`src/rtl/pd_defs_pkg.sv`:
```
// pd_defs_pkg: definitions shared by the filter controller files.
//   NUM_SIZE_DFLT, CMD_SIZE_LOG2_DFLT : default operand width and command width (log2)
//   CMP_*                             : comparator command codes
//   filter_state_t                    : controller state encoding
package pd_defs_pkg;

  localparam int NUM_SIZE_DFLT      = 32;
  localparam int CMD_SIZE_LOG2_DFLT = 3;

  // Command codes that are not listed here give a result of 0.
  localparam int CMP_EQ = 0;
  localparam int CMP_NE = 1;
  localparam int CMP_LT = 2;
  localparam int CMP_LE = 3;
  localparam int CMP_GT = 4;
  localparam int CMP_GE = 5;

  typedef enum logic [1:0] {
    IDLE  = 2'd0,
    RUN   = 2'd1,
    FLUSH = 2'd2,
    DONE  = 2'd3
  } filter_state_t;

endpackage

```
`src/rtl/filter_ctrl_if.sv`:
```
// filter_ctrl_if: job configuration, element stream, mask stream and status.
//   cfg_*         : job configuration handshake (cmd, signed operand, element count)
//   in_*          : signed column element stream
//   out_*         : packed mask word stream, out_last marks the final word of a job
//   abort         : cancels the current job
//   busy/done     : job status, done is a one-cycle pulse
//   match_count   : number of result bits equal to 1 in the last job
// Modports: master drives the job (bench/system side), slave is filter_ctrl.
interface filter_ctrl_if
  import pd_defs_pkg::*;
#(
  parameter int NUM_SIZE      = NUM_SIZE_DFLT,
  parameter int CMD_SIZE_LOG2 = CMD_SIZE_LOG2_DFLT,
  parameter int MASK_W        = 32,
  parameter int LEN_W         = 16
) ();

  localparam int CMD_W = 2**CMD_SIZE_LOG2;

  logic                       cfg_valid;
  logic                       cfg_ready;
  logic        [CMD_W-1:0]    cfg_cmd;
  logic signed [NUM_SIZE-1:0] cfg_operand;
  logic        [LEN_W-1:0]    cfg_len;

  logic                       in_valid;
  logic                       in_ready;
  logic signed [NUM_SIZE-1:0] in_data;

  logic                       out_valid;
  logic                       out_ready;
  logic        [MASK_W-1:0]   out_mask;
  logic                       out_last;

  logic                       abort;
  logic                       busy;
  logic                       done;
  logic        [LEN_W-1:0]    match_count;

  modport master (
    output cfg_valid, cfg_cmd, cfg_operand, cfg_len,
    output in_valid, in_data,
    output out_ready,
    output abort,
    input  cfg_ready, in_ready, out_valid, out_mask, out_last,
    input  busy, done, match_count
  );

  modport slave (
    input  cfg_valid, cfg_cmd, cfg_operand, cfg_len,
    input  in_valid, in_data,
    input  out_ready,
    input  abort,
    output cfg_ready, in_ready, out_valid, out_mask, out_last,
    output busy, done, match_count
  );

endinterface

```
`src/rtl/filter_ctrl_cmp.sv`:
```
// filter_ctrl_cmp: signed two-operand comparator, purely combinational.
//   i_in1, i_in2 : signed operands
//   i_cmd        : command code (CMP_* in pd_defs_pkg), unknown codes give 0
//   o_result     : 1 when "i_in1 <cmd> i_in2" holds
module filter_ctrl_cmp
  import pd_defs_pkg::*;
#(
  parameter int NUM_SIZE = NUM_SIZE_DFLT,
  parameter int CMD_W    = 2**CMD_SIZE_LOG2_DFLT
) (
  input  logic signed [NUM_SIZE-1:0] i_in1,
  input  logic signed [NUM_SIZE-1:0] i_in2,
  input  logic        [CMD_W-1:0]    i_cmd,
  output logic                       o_result
);

  always_comb begin
    o_result = 1'b0;
    case (i_cmd)
      CMD_W'(CMP_EQ): o_result = (i_in1 == i_in2);
      CMD_W'(CMP_NE): o_result = (i_in1 != i_in2);
      CMD_W'(CMP_LT): o_result = (i_in1 <  i_in2);
      CMD_W'(CMP_LE): o_result = (i_in1 <= i_in2);
      CMD_W'(CMP_GT): o_result = (i_in1 >  i_in2);
      CMD_W'(CMP_GE): o_result = (i_in1 >= i_in2);
      default:        o_result = 1'b0;
    endcase
  end

endmodule

```
`src/rtl/filter_ctrl.sv`:
```
// filter_ctrl: streams a column of signed elements through one comparator and
// packs the per-element results into MASK_W-bit mask words, bit 0 first.
// Ports:
//   clk   : single clock
//   reset : asynchronous, active-high
//   bus   : filter_ctrl_if.slave (config, element stream, mask stream, status)
// Build option FILTER_CTRL_MATCH_COUNT_EN: match_count counts result bits equal
// to 1, saturating; without it match_count is tied to 0.
//
// state | meaning
// IDLE  | cfg_ready high, waiting for a job
// RUN   | accepting the job's len elements
// FLUSH | final result merging, final word waiting for its handshake
// DONE  | job finished; done pulses on the following cycle
module filter_ctrl
  import pd_defs_pkg::*;
#(
  parameter int NUM_SIZE      = NUM_SIZE_DFLT,
  parameter int CMD_SIZE_LOG2 = CMD_SIZE_LOG2_DFLT,
  parameter int MASK_W        = 32,
  parameter int LEN_W         = 16
) (
  input  logic         clk,
  input  logic         reset,
  filter_ctrl_if.slave bus
);

  localparam int CMD_W = 2**CMD_SIZE_LOG2;
  localparam int IDX_W = (MASK_W > 1) ? $clog2(MASK_W) : 1;

  filter_state_t r_state, w_state_nxt;

  logic        [CMD_W-1:0]    r_cmd;
  logic signed [NUM_SIZE-1:0] r_operand;
  logic        [LEN_W-1:0]    r_len;
  logic        [LEN_W-1:0]    r_cnt;
  logic        [IDX_W-1:0]    r_bit_idx;
  logic        [MASK_W-1:0]   r_acc;
  logic                       r_res_valid;
  logic                       r_res_bit;
  logic                       r_res_last;
  logic                       r_out_valid;
  logic        [MASK_W-1:0]   r_out_mask;
  logic                       r_out_last;
  logic                       r_done;

  logic              w_cfg_ready;
  logic              w_in_ready;
  logic              w_busy;
  logic              w_cfg_fire;
  logic              w_in_fire;
  logic              w_out_fire;
  logic              w_out_free;
  logic              w_last_elem;
  logic              w_word_full;
  logic              w_merge;
  logic              w_word_push;
  logic              w_cmp_res;
  logic [MASK_W-1:0] w_merged_word;

  filter_ctrl_cmp #(
    .NUM_SIZE (NUM_SIZE),
    .CMD_W    (CMD_W)
  ) dut (
    .i_in1    (bus.in_data),
    .i_in2    (r_operand),
    .i_cmd    (r_cmd),
    .o_result (w_cmp_res)
  );

  assign w_last_elem = (r_cnt == (r_len - LEN_W'(1)));
  assign w_out_fire  = r_out_valid && bus.out_ready;
  assign w_out_free  = !r_out_valid || bus.out_ready;
  assign w_word_full = r_res_last || (r_bit_idx == IDX_W'(MASK_W - 1));
  // A result that completes a word waits in its register while the output
  // word is still unaccepted; in_ready is low then, so nothing overwrites it.
  assign w_merge       = r_res_valid && (!w_word_full || w_out_free);
  assign w_word_push   = w_merge && w_word_full;
  assign w_merged_word = r_acc | ({{(MASK_W-1){1'b0}}, r_res_bit} << r_bit_idx);

  always_ff @(posedge clk or posedge reset) begin
    if (reset) begin
      r_state <= IDLE;
    end else begin
      r_state <= w_state_nxt;
    end
  end

  always_comb begin
    w_state_nxt = r_state;
    w_cfg_ready = 1'b0;
    w_in_ready  = 1'b0;
    w_busy      = 1'b0;
    case (r_state)
      IDLE: begin
        w_cfg_ready = 1'b1;
        if (bus.cfg_valid) begin
          w_state_nxt = (bus.cfg_len != '0) ? RUN : DONE;
        end
      end
      RUN: begin
        w_busy     = 1'b1;
        w_in_ready = !(r_out_valid && !bus.out_ready);
        if (bus.in_valid && w_in_ready && w_last_elem) begin
          w_state_nxt = FLUSH;
        end
      end
      FLUSH: begin
        w_busy = 1'b1;
        if (w_out_fire && r_out_last) begin
          w_state_nxt = DONE;
        end
      end
      DONE: begin
        w_busy      = 1'b1;
        w_state_nxt = IDLE;
      end
      default: w_state_nxt = IDLE;
    endcase
    if (bus.abort) begin
      w_state_nxt = IDLE;
    end
  end

  assign w_cfg_fire = bus.cfg_valid && w_cfg_ready;
  assign w_in_fire  = bus.in_valid && w_in_ready;

  always_ff @(posedge clk or posedge reset) begin
    if (reset) begin
      r_cmd       <= '0;
      r_operand   <= '0;
      r_len       <= '0;
      r_cnt       <= '0;
      r_bit_idx   <= '0;
      r_acc       <= '0;
      r_res_valid <= 1'b0;
      r_res_bit   <= 1'b0;
      r_res_last  <= 1'b0;
      r_out_valid <= 1'b0;
      r_out_mask  <= '0;
      r_out_last  <= 1'b0;
      r_done      <= 1'b0;
    end else if (bus.abort) begin
      r_cnt       <= '0;
      r_bit_idx   <= '0;
      r_acc       <= '0;
      r_res_valid <= 1'b0;
      r_out_valid <= 1'b0;
      r_out_mask  <= '0;
      r_out_last  <= 1'b0;
      r_done      <= 1'b0;
    end else begin
      r_done <= (r_state == DONE);

      if (w_cfg_fire) begin
        r_cmd     <= bus.cfg_cmd;
        r_operand <= bus.cfg_operand;
        r_len     <= bus.cfg_len;
        r_cnt     <= '0;
        r_bit_idx <= '0;
        r_acc     <= '0;
      end

      if (w_in_fire) begin
        r_cnt       <= r_cnt + LEN_W'(1);
        r_res_valid <= 1'b1;
        r_res_bit   <= w_cmp_res;
        r_res_last  <= w_last_elem;
      end else if (w_merge) begin
        r_res_valid <= 1'b0;
      end

      if (w_merge) begin
        if (w_word_full) begin
          r_acc     <= '0;
          r_bit_idx <= '0;
        end else begin
          r_acc     <= w_merged_word;
          r_bit_idx <= r_bit_idx + IDX_W'(1);
        end
      end

      if (w_word_push) begin
        r_out_valid <= 1'b1;
        r_out_mask  <= w_merged_word;
        r_out_last  <= r_res_last;
      end else if (w_out_fire) begin
        r_out_valid <= 1'b0;
        r_out_last  <= 1'b0;
      end
    end
  end

`ifdef FILTER_CTRL_MATCH_COUNT_EN
  logic [LEN_W-1:0] r_match_count;

  always_ff @(posedge clk or posedge reset) begin
    if (reset) begin
      r_match_count <= '0;
    end else if (!bus.abort) begin
      if (w_cfg_fire) begin
        r_match_count <= '0;
      end else if (w_merge && r_res_bit && (r_match_count != {LEN_W{1'b1}})) begin
        r_match_count <= r_match_count + LEN_W'(1);
      end
    end
  end

  assign bus.match_count = r_match_count;
`else
  assign bus.match_count = '0;
`endif

  assign bus.cfg_ready = w_cfg_ready;
  assign bus.in_ready  = w_in_ready;
  assign bus.out_valid = r_out_valid;
  assign bus.out_mask  = r_out_mask;
  assign bus.out_last  = r_out_last;
  assign bus.busy      = w_busy;
  assign bus.done      = r_done;

endmodule

```
`src/flat_wrapper.sv`:
```
// flat-port wrapper written by rule: the top's interface ports become plain ports
module filter_ctrl_flat import pd_defs_pkg::*;
#(
  parameter int NUM_SIZE      = NUM_SIZE_DFLT,
  parameter int CMD_SIZE_LOG2 = CMD_SIZE_LOG2_DFLT,
  parameter int MASK_W        = 32,
  parameter int LEN_W         = 16
)
  (clk, reset, bus_cfg_valid, bus_cfg_cmd, bus_cfg_operand, bus_cfg_len, bus_in_valid, bus_in_data, bus_out_ready, bus_abort, bus_cfg_ready, bus_in_ready, bus_out_valid, bus_out_mask, bus_out_last, bus_busy, bus_done, bus_match_count);
  filter_ctrl_if #(.NUM_SIZE(NUM_SIZE), .CMD_SIZE_LOG2(CMD_SIZE_LOG2), .MASK_W(MASK_W), .LEN_W(LEN_W)) bus_i ();
  input  logic clk;
  input  logic reset;
  input wire logic [$bits(bus_i.cfg_valid)-1:0] bus_cfg_valid;
  input wire logic [$bits(bus_i.cfg_cmd)-1:0] bus_cfg_cmd;
  input wire logic [$bits(bus_i.cfg_operand)-1:0] bus_cfg_operand;
  input wire logic [$bits(bus_i.cfg_len)-1:0] bus_cfg_len;
  input wire logic [$bits(bus_i.in_valid)-1:0] bus_in_valid;
  input wire logic [$bits(bus_i.in_data)-1:0] bus_in_data;
  input wire logic [$bits(bus_i.out_ready)-1:0] bus_out_ready;
  input wire logic [$bits(bus_i.abort)-1:0] bus_abort;
  output wire logic [$bits(bus_i.cfg_ready)-1:0] bus_cfg_ready;
  output wire logic [$bits(bus_i.in_ready)-1:0] bus_in_ready;
  output wire logic [$bits(bus_i.out_valid)-1:0] bus_out_valid;
  output wire logic [$bits(bus_i.out_mask)-1:0] bus_out_mask;
  output wire logic [$bits(bus_i.out_last)-1:0] bus_out_last;
  output wire logic [$bits(bus_i.busy)-1:0] bus_busy;
  output wire logic [$bits(bus_i.done)-1:0] bus_done;
  output wire logic [$bits(bus_i.match_count)-1:0] bus_match_count;
  assign bus_i.cfg_valid = bus_cfg_valid;
  assign bus_i.cfg_cmd = bus_cfg_cmd;
  assign bus_i.cfg_operand = bus_cfg_operand;
  assign bus_i.cfg_len = bus_cfg_len;
  assign bus_i.in_valid = bus_in_valid;
  assign bus_i.in_data = bus_in_data;
  assign bus_i.out_ready = bus_out_ready;
  assign bus_i.abort = bus_abort;
  assign bus_cfg_ready = bus_i.cfg_ready;
  assign bus_in_ready = bus_i.in_ready;
  assign bus_out_valid = bus_i.out_valid;
  assign bus_out_mask = bus_i.out_mask;
  assign bus_out_last = bus_i.out_last;
  assign bus_busy = bus_i.busy;
  assign bus_done = bus_i.done;
  assign bus_match_count = bus_i.match_count;
  filter_ctrl #(.NUM_SIZE(NUM_SIZE), .CMD_SIZE_LOG2(CMD_SIZE_LOG2), .MASK_W(MASK_W), .LEN_W(LEN_W)) u_core (.clk(clk), .reset(reset), .bus(bus_i));
endmodule
```
`config.mk`:
```
export PLATFORM = sky130hd
export DESIGN_NAME = filter_ctrl_flat
export DESIGN_NICKNAME = d
export VERILOG_FILES = /design/src/rtl/pd_defs_pkg.sv /design/src/rtl/filter_ctrl_if.sv /design/src/rtl/filter_ctrl_cmp.sv /design/src/rtl/filter_ctrl.sv /design/src/flat_wrapper.sv
export SDC_FILE = /design/constraint.sdc
export NUM_CORES = 1
export LEC_CHECK = 0
export ABC_AREA = 1
export CAP_MARGIN = 30
export CORE_MARGIN = 3
export CORE_UTILIZATION = 38
export CTS_CLUSTER_DIAMETER = 150
export DETAILED_ROUTE_END_ITERATION = 10
export MAX_ROUTING_LAYER = met4
export PLACE_DENSITY = 0.6
export SETUP_SLACK_MARGIN = 0.2
export SKIP_LAST_GASP = 1
export SYNTH_ARGS = -nofsm -noshare
export SYNTH_HDL_FRONTEND = slang
export SYNTH_HIERARCHICAL = 1
export SYNTH_SLANG_ARGS = --single-unit
```
`constraint.sdc`:
```
create_clock -name clk -period 12.05 [get_ports clk]
set_clock_uncertainty 0.1 [all_clocks]
set_input_delay 2.41 -clock clk [delete_from_list [all_inputs] [get_ports clk]]
set_output_delay 2.41 -clock clk [all_outputs]
set_load 0.03 [all_outputs]
```
After elaboration in Yosys (flattened, before gate mapping)
Index checks and enable logic that the tools add are counted.

word-level totals
  word-level logic and storage cells = 99
  output and inout port bits = 54
  bits of input ports = 94
  bits in registers = 149

operators by class
  add/sub/neg operators = 3
  reductions and logical operators = 28
  magnitude comparators = 4
  equality and inequality tests = 15
  bitwise logic cells = 2
  shifts and indexed selects = 1
  mux-type cells = 32

operators by type and width
  cell                                                                   number
  32-bit 2-to-1 mux                                                      6
  16-bit 2-to-1 mux                                                      3
  32-bit == test                                                         1
  32-bit >= comparator                                                   1
  32-bit greater-than comparator                                         1
  32-bit less-or-equal comparator                                        1
  32-bit < comparator                                                    1
  32-bit != test                                                         1
  32-bit bitwise OR                                                      1
  1-bit by 5-bit << shifter with 32-bit output                           1
  5-bit 2-to-1 mux                                                       4
  16-bit by 1-bit adder with 16-bit output (second input constant)       1
  16-bit == test                                                         1
  8-bit by 2-bit == test with 1-bit output (second input constant)       2
  8-bit by 3-bit == test with 1-bit output (second input constant)       2
  16-bit nonzero test                                                    1
  16-bit by 1-bit subtractor with 16-bit output (second input constant)  1
  1-bit 2-to-1 mux                                                       12
  3-bit nonzero test                                                     4
  2-bit 2-to-1 mux                                                       5
  1-bit logical AND                                                      9
  8-bit by 1-bit == test with 1-bit output (second input constant)       1
  8-bit zero test                                                        1
  2-bit one-hot mux with 4 select lines                                  1
  15 further kinds                                                       23

Logic depth before layout (Yosys ltp)
Gate-level depths: netlist (run 1).

  depth after elaboration = 8
  gate-level depth with buffers = 20
  depth with buffers taken out = 20

Hierarchy
Netlist (run 1), hierarchy kept.

modules (own cells, without submodules)
  module           cells an instance  seq. area each (µm²)  area each (µm²)  times used
  filter_ctrl      851                3728.6                7338.3           1
  filter_ctrl_cmp  167                0.0                   1012.2           1

Worst setup path after synthesis (run 1)
Ideal clock, no wire load.

  path kind = input-to-output
  start = input port bus_out_ready
  end = output port bus_in_ready
  slack = 6.692 ns
  cell stages on the path = 2
  path buffers = 0
  arrival = 2.848 ns
  path through = nor2_1 -> nor2_1

on the way
  cells in the longest elaborated chain, start to end = 4

ends and longest elaborated chain
  item               line                RTL
  start, declared    flat_wrapper.sv:19  input wire logic [$bits(bus_i.out_ready)-1:0] bus_out_ready;
  1-bit zero test    filter_ctrl.sv:103  w_in_ready = !(r_out_valid && !bus.out_ready);
  1-bit logical AND  filter_ctrl.sv:103
  1-bit zero test    filter_ctrl.sv:103
  1-bit 2-to-1 mux   filter_ctrl.sv:94   case (r_state)
  end, declared      flat_wrapper.sv:22  output wire logic [$bits(bus_i.in_ready)-1:0] bus_in_ready;

No other way between the ends.

Worst setup path in the final report (run 1)
Ends and elaborated chain as after synthesis.

==> results of run 1 <==
[final cells by class]
cell class	instances	area [µm²]
fillers	2030	10880
repair buffers	135	1341
clock buffers	19	432.9
clock inverters	13	116.4
multi-input cells	676	3825
well taps	275	344.1
flip-flops and latches	149	3729
inverters	163	616.8
[synth_stat cells (5+ instances only)]
library cell	n
sky130_fd_sc_hd__nand3_1	60
sky130_fd_sc_hd__nor3_1	10
sky130_fd_sc_hd__nand2_2	8
sky130_fd_sc_hd__xor2_1	5
sky130_fd_sc_hd__inv_2	6
sky130_fd_sc_hd__xnor2_1	8
sky130_fd_sc_hd__o21ai_1	6
sky130_fd_sc_hd__o22ai_1	5
sky130_fd_sc_hd__clkbuf_1	13
sky130_fd_sc_hd__buf_2	14
sky130_fd_sc_hd__o21bai_1	6
sky130_fd_sc_hd__a21oi_1	41
sky130_fd_sc_hd__nor2_1	64
sky130_fd_sc_hd__ha_1	40
sky130_fd_sc_hd__nor4_1	5
sky130_fd_sc_hd__o21ai_0	72
sky130_fd_sc_hd__dfrtp_1	149
sky130_fd_sc_hd__nand2_1	238
sky130_fd_sc_hd__inv_1	156
sky130_fd_sc_hd__buf_4	16
sky130_fd_sc_hd__mux2_2	45
sky130_fd_sc_hd__a21o_1	5
sky130_fd_sc_hd__nor2_2	14
[cell families (layout without fill, tap and decap cells)]
kind of cell,after synthesis,after routing
AND/OR/NAND/NOR,416,416
buffers and inverters,208,330
flip-flops,149,149
AO/OA/AOI/OAI,146,146
multiplexers,45,45
adder cells (fa/ha/maj),40,40
XOR/XNOR,13,13
other,1,16
[layer usage]
layer  track usage  wire [µm]  up-vias
met5             -          0        -
met4       0.05004        286        0
met3       0.05316       1131       19
met2        0.2837       9406      133
met1        0.2179       9134     3154
li1              -          -     3463
[metrics by stage]
step | instance area (µm²) | util | instances
after floorplan | 8407 | - | 1033
after global placement | 9856 | 0.4630 | 1398
after detailed placement | 9856 | 0.4630 | 1398
after CTS | 10410 | 0.4888 | 1430
after global routing | 10410 | 0.4888 | 1430
final | 10410 | 0.4888 | 1430
[final timing paths]
check | from | endpoint | slack, ns
setup / recovery | bus_out_ready | bus_in_ready | 5.79
hold / removal | u_core/bus.out_mask[27]$_DFFE_PP0P_ | u_core/bus.out_mask[27]$_DFFE_PP0P_ | 0.38
setup reg to reg | u_core/r_bit_idx[4]$_DFFE_PP0P_ | u_core/bus.out_mask[24]$_DFFE_PP0P_ | 9.13
hold reg to reg | u_core/bus.out_mask[27]$_DFFE_PP0P_ | u_core/bus.out_mask[27]$_DFFE_PP0P_ | 0.38
max in group asynchronous | reset | u_core/r_acc[11]$_DFFE_PP0P_ | 8.15
min in group asynchronous | reset | u_core/bus.out_mask[8]$_DFFE_PP0P_ | 2.45
[sequential cells by signal, indices dropped and copies added (netlist names), 2 cells and up]
register / cells
u_core/r_cmd: 8
u_core/r_cnt: 16
u_core/r_acc: 32
u_core/r_len: 16
u_core/r_operand: 32
u_core/bus.out_mask: 32
u_core/r_state: 2
u_core/r_bit_idx: 5
[critical path: cells and delay by family]
kind	cells	cell delay, ns
buffers and inverters	2	1.18
and+or+nand+nor	2	0.15
[power by group through the flow]
stage | clock network [mW] | logic, mW | registers [mW]
final | 0.505 | 0.535 | 0.671
after global routing | 0.541 | 0.613 | 0.685
after CTS | 0.521 | 0.542 | 0.672
after detailed placement | 0 | 0.539 | 0.680
after global placement | 0 | 0.527 | 0.678
after floorplan | 0 | 0.416 | 0.661
==> flow_summary.json, run 1 <==
{
  "hold_path.class": "reg -> reg",
  "worstRegToRegCells": 9,
  "drt_pre_antenna_iters": 5,
  "numPortBuffers": 131,
  "die_height_um": 154.2,
  "globalplace.congestion": 0.8104,
  "first_global_vias": 6798,
  "unrepaired_setup_endpoints_after_global_routing": "false",
  "ys_ff_latch": 149,
  "clk-insertion-delay-late_ns": 0.43,
  "cp_data_arrival_time_ns": 3.75,
  "worstSetupEndpointType": "output pin",
  "area_delta_synth_final_pct": 24.60,
  "number_of_cells_on_the_worst_hold_path": 2,
  "grt_remaining_overflow": 0,
  "final_antenna_net_count": 0,
  "route.detailed.vias_per_inst": 4.734,
  "p_comb_frac": 0.313,
  "number_of_distinct_library_cell_variants_in_the_gate_level_netlist_after_synthesis": 43,
  "design.die.area_um2": 23790,
  "finalCritPeriodShare": 0.5197,
  "cellPowerDensity_nw_per_um2": 164.4,
  "cap_viol_max_count": 0,
  "final_nets": 1276,
  "worst_setup_timing_slack_at_the_placement_stage_ns": 5.802,
  "io-pin-count": 148,
  "cp.required_ns": 9.54,
  "cts_hold_repair.buffers": 0,
  "post_cts.repair.setup_buffers": 0,
  "finalHoldWorstSlack_ns": 0.3797,
  "combinational_family_with_the_most_area_after_synthesis": "simple AND/OR/NAND/NOR gates",
  "post_synth_inst_count": 1018,
  "synth.cell_area_um2": 8351,
  "critical-path-max-stage-delay_ns": 0.68,
  "worstPathCellList": "clkdlybuf4s50_1, nor2_1, nor2_1, clkdlybuf4s50_1",
  "max_slew.worst_pin.slew_ns": 0.9494,
  "final.min_clock_period_ns": 6.263,
  "synth_xor_area_frac": 0.01364,
  "report.final.slew_viol_count": 0,
  "post_synth_mux_area_share": 0.06068,
  "layout.cells.most_common": "sky130_fd_sc_hd__nand2_1",
  "synth_compound_area_frac": 0.09589,
  "total_half_perimeter_wirelength_after_legalization_and_detailed_placement_mm": 14.41,
  "mostFrequentLayoutCells": "sky130_fd_sc_hd__nand2_1 (238), sky130_fd_sc_hd__inv_1 (155), sky130_fd_sc_hd__dfrtp_1 (149)",
  "die_w_um": 154.2,
  "setup_viol_count_final": 0,
  "synth-simple-area-share": 0.2201,
  "slowest_stage_cell_cp": "sky130_fd_sc_hd__clkdlybuf4s50_1",
  "yosys_warnings": 6,
  "drtIter0Drc": 382,
  "cp-start-kind": "primary input",
  "fmax_mhz": 159.7,
  "synth_fa_ha_area_frac": 0.05993,
  "ir_worst_vdd_uv": 79.23,
  "cts_buffer_depth": 2,
  "critical_path_class": "in -> out",
  "synth_async_sr_flop_share": 1.000,
  "worstPathMaxFanout": 3,
  "cts_num_sinks": 149,
  "leakagePower_nw": 5.001,
  "tritoncts": "done",
  "synthTopCellsByArea": "sky130_fd_sc_hd__dfrtp_1 (45%), sky130_fd_sc_hd__nand2_1 (11%), sky130_fd_sc_hd__inv_1 (7.0%), sky130_fd_sc_hd__mux2_2 (6.1%), sky130_fd_sc_hd__ha_1 (6.0%)",
  "synth_sequential_area_ratio": 0.4465,
  "syn_avg_cell_area_um2": 8.203,
  "maximum_number_of_pins_on_one_net_before_global_route_repair": 94,
  "clk_pin_slew_worst_paths_ns": 0.07,
  "drc_errors": 0,
  "power.internal_mw": 1.110,
  "htree_num_levels": 4,
  "totalPowerFinal_mw": 1.711,
  "wirelength_mm": 19.96,
  "synth.largest_area_cell": "sky130_fd_sc_hd__dfrtp_1",
  "status": "finished clean",
  "min_setup_slack_post_route_ns": 5.788,
  "drt-wirelength-per-cell_um": 13.96,
  "maxSlewHeadroom": 0.3664,
  "ys.flop_type": "sky130_fd_sc_hd__dfrtp_1",
  "layout-drive-gt1-share": 0.1082,
  "antenna_found_initial": 0,
  "cts_root_buf": "sky130_fd_sc_hd__clkbuf_16",
  "synthDominantCellAreaShare": 0.4465,
  "standard_cell_core_area_um2": 21290,
  "hold_viol_final": 0,
  "power_switching_share": 0.3512,
  "post_cts_sizing": 0,
  "tns_ns": 0,
  "route.vias.total": 6769,
  "cts_buffers": 17,
  "netSwitchingPower_mw": 0.6008,
  "track_usage": 0.1769,
  "wire_length_of_the_first_global_routing_pass_mm": 33.11,
  "clockPowerShare": 0.295,
  "floorplan.initialDensity": 0.3923,
  "core.rowCount": 53,
  "seqPwrFrac": 0.392,
  "num_antenna_cells": 0,
  "count_of_flip_flops_with_a_built_in_enable_after_synthesis": 0
}
Note: power is estimated with default switching activity, not from simulation.
==> inputs of run 2 (changes only) <==
PLACE_DENSITY = 0.62   (was 0.6)
clock period = 5 ns   (was 12.05 ns; I/O delays follow)
==> flow_summary.json, run 2 (synthesis gave the netlist of run 1 again) <==
{
  "cap_viol_max_count": 0,
  "power.internal_mw": 2.818,
  "route.detailed.vias_per_inst": 4.803,
  "drc_errors": 0,
  "post_cts.repair.setup_buffers": 0,
  "mostFrequentLayoutCells": "sky130_fd_sc_hd__nand2_1 (238), sky130_fd_sc_hd__inv_1 (155), sky130_fd_sc_hd__dfrtp_1 (149)",
  "worstPathMaxFanout": 33,
  "leakagePower_nw": 5.043,
  "worstSetupEndpointType": "flip-flop",
  "cp-start-kind": "primary input",
  "core.rowCount": 53,
  "hold_path.class": "reg -> reg",
  "first_global_vias": 6793,
  "critical-path-max-stage-delay_ns": 0.65,
  "layout.filler_cells": 2071,
  "setup_viol_count_final": 0,
  "finalCritPeriodShare": 0.6963,
  "route.vias.total": 6878,
  "cts_buffers": 17,
  "grt_use_met1": 0.2275,
  "unrepaired_setup_endpoints_after_global_routing": "false",
  "maxSlewHeadroom": 0.3931,
  "grt.met3_usage": 0.04169,
  "die_height_um": 154.2,
  "wirelength_mm": 19.76,
  "antenna_found_initial": 1,
  "clk_pin_slew_worst_paths_ns": 0.06,
  "globalplace.congestion": 0.8681,
  "layoutNonFillerInstCount": 1432,
  "power_switching_share": 0.3348,
  "tritoncts": "done",
  "layer_carrying_the_most_global_route_usage": "met2",
  "groute.layer.met2.usage": 0.2727,
  "die_w_um": 154.2,
  "drt-wirelength-per-cell_um": 13.80,
  "seqPwrFrac": 0.383,
  "layout-drive-gt1-share": 0.1090,
  "clk-insertion-delay-late_ns": 0.43,
  "layout.cells.most_common": "sky130_fd_sc_hd__nand2_1",
  "status": "finished clean",
  "path_delay_family": "buffers and inverters",
  "area_delta_synth_final_pct": 25.52,
  "cts_buffer_depth": 2,
  "standard_cell_core_area_um2": 21290,
  "drtIter0Drc": 367,
  "cts_num_sinks": 149,
  "cts_root_buf": "sky130_fd_sc_hd__clkbuf_16",
  "cp_data_arrival_time_ns": 3.74,
  "p_comb_frac": 0.305,
  "placement.cell_area_um2": 9874,
  "worst-path-buf-inv": 3,
  "clockPowerShare": 0.312,
  "path_common_cell": "sky130_fd_sc_hd__nand2_1",
  "ir_worst_vdd_uv": 260.5,
  "netSwitchingPower_mw": 1.419,
  "maximum_number_of_pins_on_one_net_before_global_route_repair": 88,
  "drt_pre_antenna_iters": 5,
  "report.final.slew_viol_count": 0,
  "io-pin-count": 148,
  "fmax_mhz": 287.3,
  "placedCellCount": 1399,
  "wire_length_of_the_first_global_routing_pass_mm": 33.03,
  "design.die.area_um2": 23790,
  "floorplan.initialDensity": 0.3923,
  "critical_path_class": "in -> reg",
  "track_usage": 0.1748,
  "grt_remaining_overflow": 0,
  "tns_ns": 0,
  "final.min_clock_period_ns": 3.481,
  "total_half_perimeter_wirelength_after_legalization_and_detailed_placement_mm": 14.38,
  "fin_util": 0.4924,
  "cellPowerDensity_nw_per_um2": 404.3,
  "worstPathCellList": "clkdlybuf4s50_1, inv_1, nand2_1, inv_2, nand3_1, nand2_1",
  "final_nets": 1277,
  "max_slew.worst_pin.slew_ns": 0.9094,
  "cp.required_ns": 5.26,
  "totalPowerFinal_mw": 4.237,
  "final_antenna_net_count": 0,
  "post_cts_sizing": 0,
  "htree_num_levels": 4,
  "hold_viol_final": 0,
  "numPortBuffers": 131,
  "fin_area_um2": 10480,
  "cts_hold_repair.buffers": 0,
  "slowest_stage_cell_cp": "sky130_fd_sc_hd__inv_2"
}
-- run 2: final cells by class --
| class | instances | area (µm²) | area share |
|---|---|---|---|
| clock inverters | 13 | 171.4 | 0.01635 |
| inverters | 163 | 615.6 | 0.05873 |
| clock buffers | 19 | 432.9 | 0.04130 |
| repair buffers | 136 | 1361 | 0.1299 |
| flip-flops and latches | 149 | 3729 | 0.3557 |
| well taps | 275 | 344.1 | 0.03283 |
| diodes | 1 | 2.502 | 0.0002387 |
| multi-input cells | 676 | 3825 | 0.3649 |
-- run 2: final timing paths --
check,startpoint,endpoint,slack (ns),cells past startpoint
max,bus_abort,u_core/bus.out_last$_DFFE_PP0P_,1.52,6
min,u_core/bus.out_mask[3]$_DFFE_PP0P_,u_core/bus.out_mask[3]$_DFFE_PP0P_,0.38,2
max reg2reg,u_core/r_bit_idx[4]$_DFFE_PP0P_,u_core/bus.out_last$_DFFE_PP0P_,2.14,9
min reg2reg,u_core/bus.out_mask[3]$_DFFE_PP0P_,u_core/bus.out_mask[3]$_DFFE_PP0P_,0.38,2
max in group asynchronous,reset,u_core/r_operand[6]$_DFFE_PP0P_,3.13,3
min in group asynchronous,reset,u_core/r_acc[15]$_DFFE_PP0P_,0.98,3
-- run 2: power by group through the flow --
stage | combinational (mW) | sequential (mW) | clock (mW)
4_1_cts | 1.31 | 1.62 | 1.36
6_report | 1.29 | 1.62 | 1.32
2_1_floorplan | 1.00 | 1.59 | 0
5_1_grt | 1.48 | 1.65 | 1.41
3_3_place_gp | 1.27 | 1.63 | 0
3_5_place_dp | 1.30 | 1.64 | 0
-- run 2: metal layers --
metal,part of all wire,vias to the layer above
met5,0,-
met4,0.018,0
met3,0.050,19
met2,0.47,163
met1,0.47,3227
li1,-,3469
-- run 2: worst reg2reg max path, stage by stage, from the launching register on --
cell and delay [ns]:
sky130_fd_sc_hd__dfrtp_1 0.73, sky130_fd_sc_hd__ha_1 0.25, sky130_fd_sc_hd__nor2_1 0.05, sky130_fd_sc_hd__nor2_1 0.21
sky130_fd_sc_hd__nor2_1 0.09, sky130_fd_sc_hd__nand2_1 0.06, sky130_fd_sc_hd__nand2_1 0.41, sky130_fd_sc_hd__inv_2 0.66
sky130_fd_sc_hd__nand3_1 0.15, sky130_fd_sc_hd__nand2_1 0.09
-- run 2: stage by stage --
step / hold slack [ns] / worst slack [ns]
3_3_place_gp: 0.3704 / 1.216
4_1_cts: 0.3828 / 1.564
5_1_grt: 0.3899 / 1.240
3_5_place_dp: 0.3666 / 1.104
2_1_floorplan: 0.3641 / 2.025
6_report: 0.3788 / 1.519
==> inputs of run 3 (changes only) <==
PLACE_DENSITY = 0.6   (was 0.62)
clock period = 3.3 ns   (was 5 ns; I/O delays follow)
==> flow_summary.json, run 3 (synthesis gave the netlist of run 1 again) <==
{
  "post_cts_sizing": 0,
  "clk-insertion-delay-late_ns": 0.42,
  "multiInputGateArea_um2": 3825,
  "cap_viol_max_count": 0,
  "drt_pre_antenna_iters": 4,
  "grt.met3_usage": 0.04421,
  "area_delta_synth_final_pct": 26.78,
  "layout-drive-gt1-share": 0.1183,
  "final_nets": 1288,
  "power.internal_mw": 4.241,
  "tritoncts": "done",
  "finalCritPeriodShare": 0.8258,
  "cts_root_buf": "sky130_fd_sc_hd__clkbuf_16",
  "cts_num_sinks": 149,
  "maximum_number_of_pins_on_one_net_before_global_route_repair": 64,
  "route.detailed.vias_per_inst": 4.716,
  "critical-path-max-stage-delay_ns": 0.67,
  "htree_num_levels": 4,
  "floorplan.initialDensity": 0.3923,
  "totalPowerFinal_mw": 6.396,
  "hold_path.class": "reg -> reg",
  "worst_setup_timing_slack_at_the_placement_stage_ns": 0.5678,
  "slowest_stage_cell_cp": "sky130_fd_sc_hd__clkdlybuf4s50_1",
  "area.sequential_um2": 3729,
  "drc_errors": 0,
  "worstPathCellList": "clkdlybuf4s50_1, nor2_1, nor2_1, clkdlybuf4s50_1",
  "cp.required_ns": 2.54,
  "tns_ns": 0,
  "wirelength_mm": 20.04,
  "layout.filler_cells": 2033,
  "mostFrequentLayoutCells": "sky130_fd_sc_hd__nand2_1 (238), sky130_fd_sc_hd__inv_1 (155), sky130_fd_sc_hd__dfrtp_1 (149)",
  "layout.cells.most_common": "sky130_fd_sc_hd__nand2_1",
  "path_delay_family": "buffers and inverters",
  "route.vias.total": 6801,
  "worstSetupEndpointType": "output pin",
  "leakagePower_nw": 5.103,
  "critical_path_class": "in -> out",
  "cp-start-kind": "primary input",
  "drt-wirelength-per-cell_um": 13.90,
  "netSwitchingPower_mw": 2.155,
  "maxSlewHeadroom": 0.5997,
  "total_half_perimeter_wirelength_after_legalization_and_detailed_placement_mm": 15.05,
  "cts_buffers": 17,
  "final_antenna_net_count": 0,
  "ir_worst_vdd_uv": 304.5,
  "max_slew.worst_pin.slew_ns": 0.5998,
  "core.rowCount": 53,
  "globalplace.congestion": 0.7920,
  "num_antenna_cells": 0,
  "numPortBuffers": 131,
  "unrepaired_setup_endpoints_after_global_routing": "false",
  "grt_use_met1": 0.2270,
  "die_w_um": 154.2,
  "track_usage": 0.1783,
  "status": "finished clean",
  "seqPwrFrac": 0.383,
  "first_global_vias": 6857,
  "cp_data_arrival_time_ns": 1.97,
  "p_comb_frac": 0.312,
  "cellPowerDensity_nw_per_um2": 604.2,
  "final.min_clock_period_ns": 2.725,
  "clk_pin_slew_worst_paths_ns": 0.06,
  "worstPathMaxFanout": 3,
  "hold_viol_final": 0,
  "grt_remaining_overflow": 0,
  "worst-path-buf-inv": 2,
  "min_setup_slack_post_route_ns": 0.5749,
  "cts_buffer_depth": 2,
  "post_cts.repair.setup_buffers": 0,
  "power_switching_share": 0.3370,
  "cts_hold_repair.buffers": 0,
  "clockPowerShare": 0.305,
  "antenna_found_initial": 0,
  "finalHoldWorstSlack_ns": 0.3784,
  "fmax_mhz": 367.0,
  "groute.layer.met2.usage": 0.2879,
  "die_height_um": 154.2,
  "io-pin-count": 148,
  "drtIter0Drc": 377,
  "wire_length_of_the_first_global_routing_pass_mm": 33.60,
  "report.final.slew_viol_count": 0,
  "layer_carrying_the_most_global_route_usage": "met2",
  "standard_cell_core_area_um2": 21290,
  "setup_viol_count_final": 0,
  "design.die.area_um2": 23790
}
[run 3: path summary, 6_finish.rpt]
| check | start | to | slack [ns] | cells after the start |
|---|---|---|---|---|
| worst max-delay path | bus_out_ready | bus_in_ready | 0.57 | 4 |
| min in group asynchronous | reset | u_core/bus.out_mask[7]$_DFFE_PP0P_ | 0.62 | 3 |
| worst min register to register | u_core/bus.out_mask[14]$_DFFE_PP0P_ | u_core/bus.out_mask[14]$_DFFE_PP0P_ | 0.38 | 2 |
| max in group asynchronous | reset | u_core/r_cnt[11]$_DFFE_PP0P_ | 2.18 | 3 |
| worst max register to register | u_core/r_bit_idx[0]$_DFFE_PP0P_ | u_core/r_acc[0]$_DFFE_PP0P_ | 0.86 | 11 |
| worst min-delay path | u_core/bus.out_mask[14]$_DFFE_PP0P_ | u_core/bus.out_mask[14]$_DFFE_PP0P_ | 0.38 | 2 |
[run 3: layout make-up]
class / count / area share
timing repair buffer: 147 / 0.1399
inverter: 163 / 0.05815
clock buffer: 19 / 0.04184
multi-input combinational: 676 / 0.3613
sequential: 149 / 0.3522
tap: 275 / 0.03250
clock inverter: 13 / 0.01406
[run 3: through the flow]
step                      cell area (µm²)  instances    util
after floorplan                      8411       1033       -
after global placement               9995       1410  0.4695
after detailed placement             9995       1410  0.4695
after CTS                           10590       1442  0.4973
after global routing                10590       1442  0.4973
final                               10590       1442  0.4973
[run 3: worst min-delay path, stage by stage (launching register included)]
cell                      delay (ns)
sky130_fd_sc_hd__dfrtp_1        0.34
sky130_fd_sc_hd__nand2_1        0.05
sky130_fd_sc_hd__nand2_1        0.05
[run 3: power by group through the flow]
stage	sequential, mW	combinational, mW	clock (mW)
floorplan	2.42	1.52	0
global placement	2.48	1.97	0
detailed placement	2.49	2.01	0
CTS	2.45	2.02	2.01
global route	2.51	2.28	2.09
finish	2.45	1.99	1.95
[run 3: metal layers]
metal | share of wire | routed length, µm
met1 | 0.46 | 9228
met2 | 0.48 | 9569
met3 | 0.049 | 982
met4 | 0.013 | 261
met5 | 0 | 0
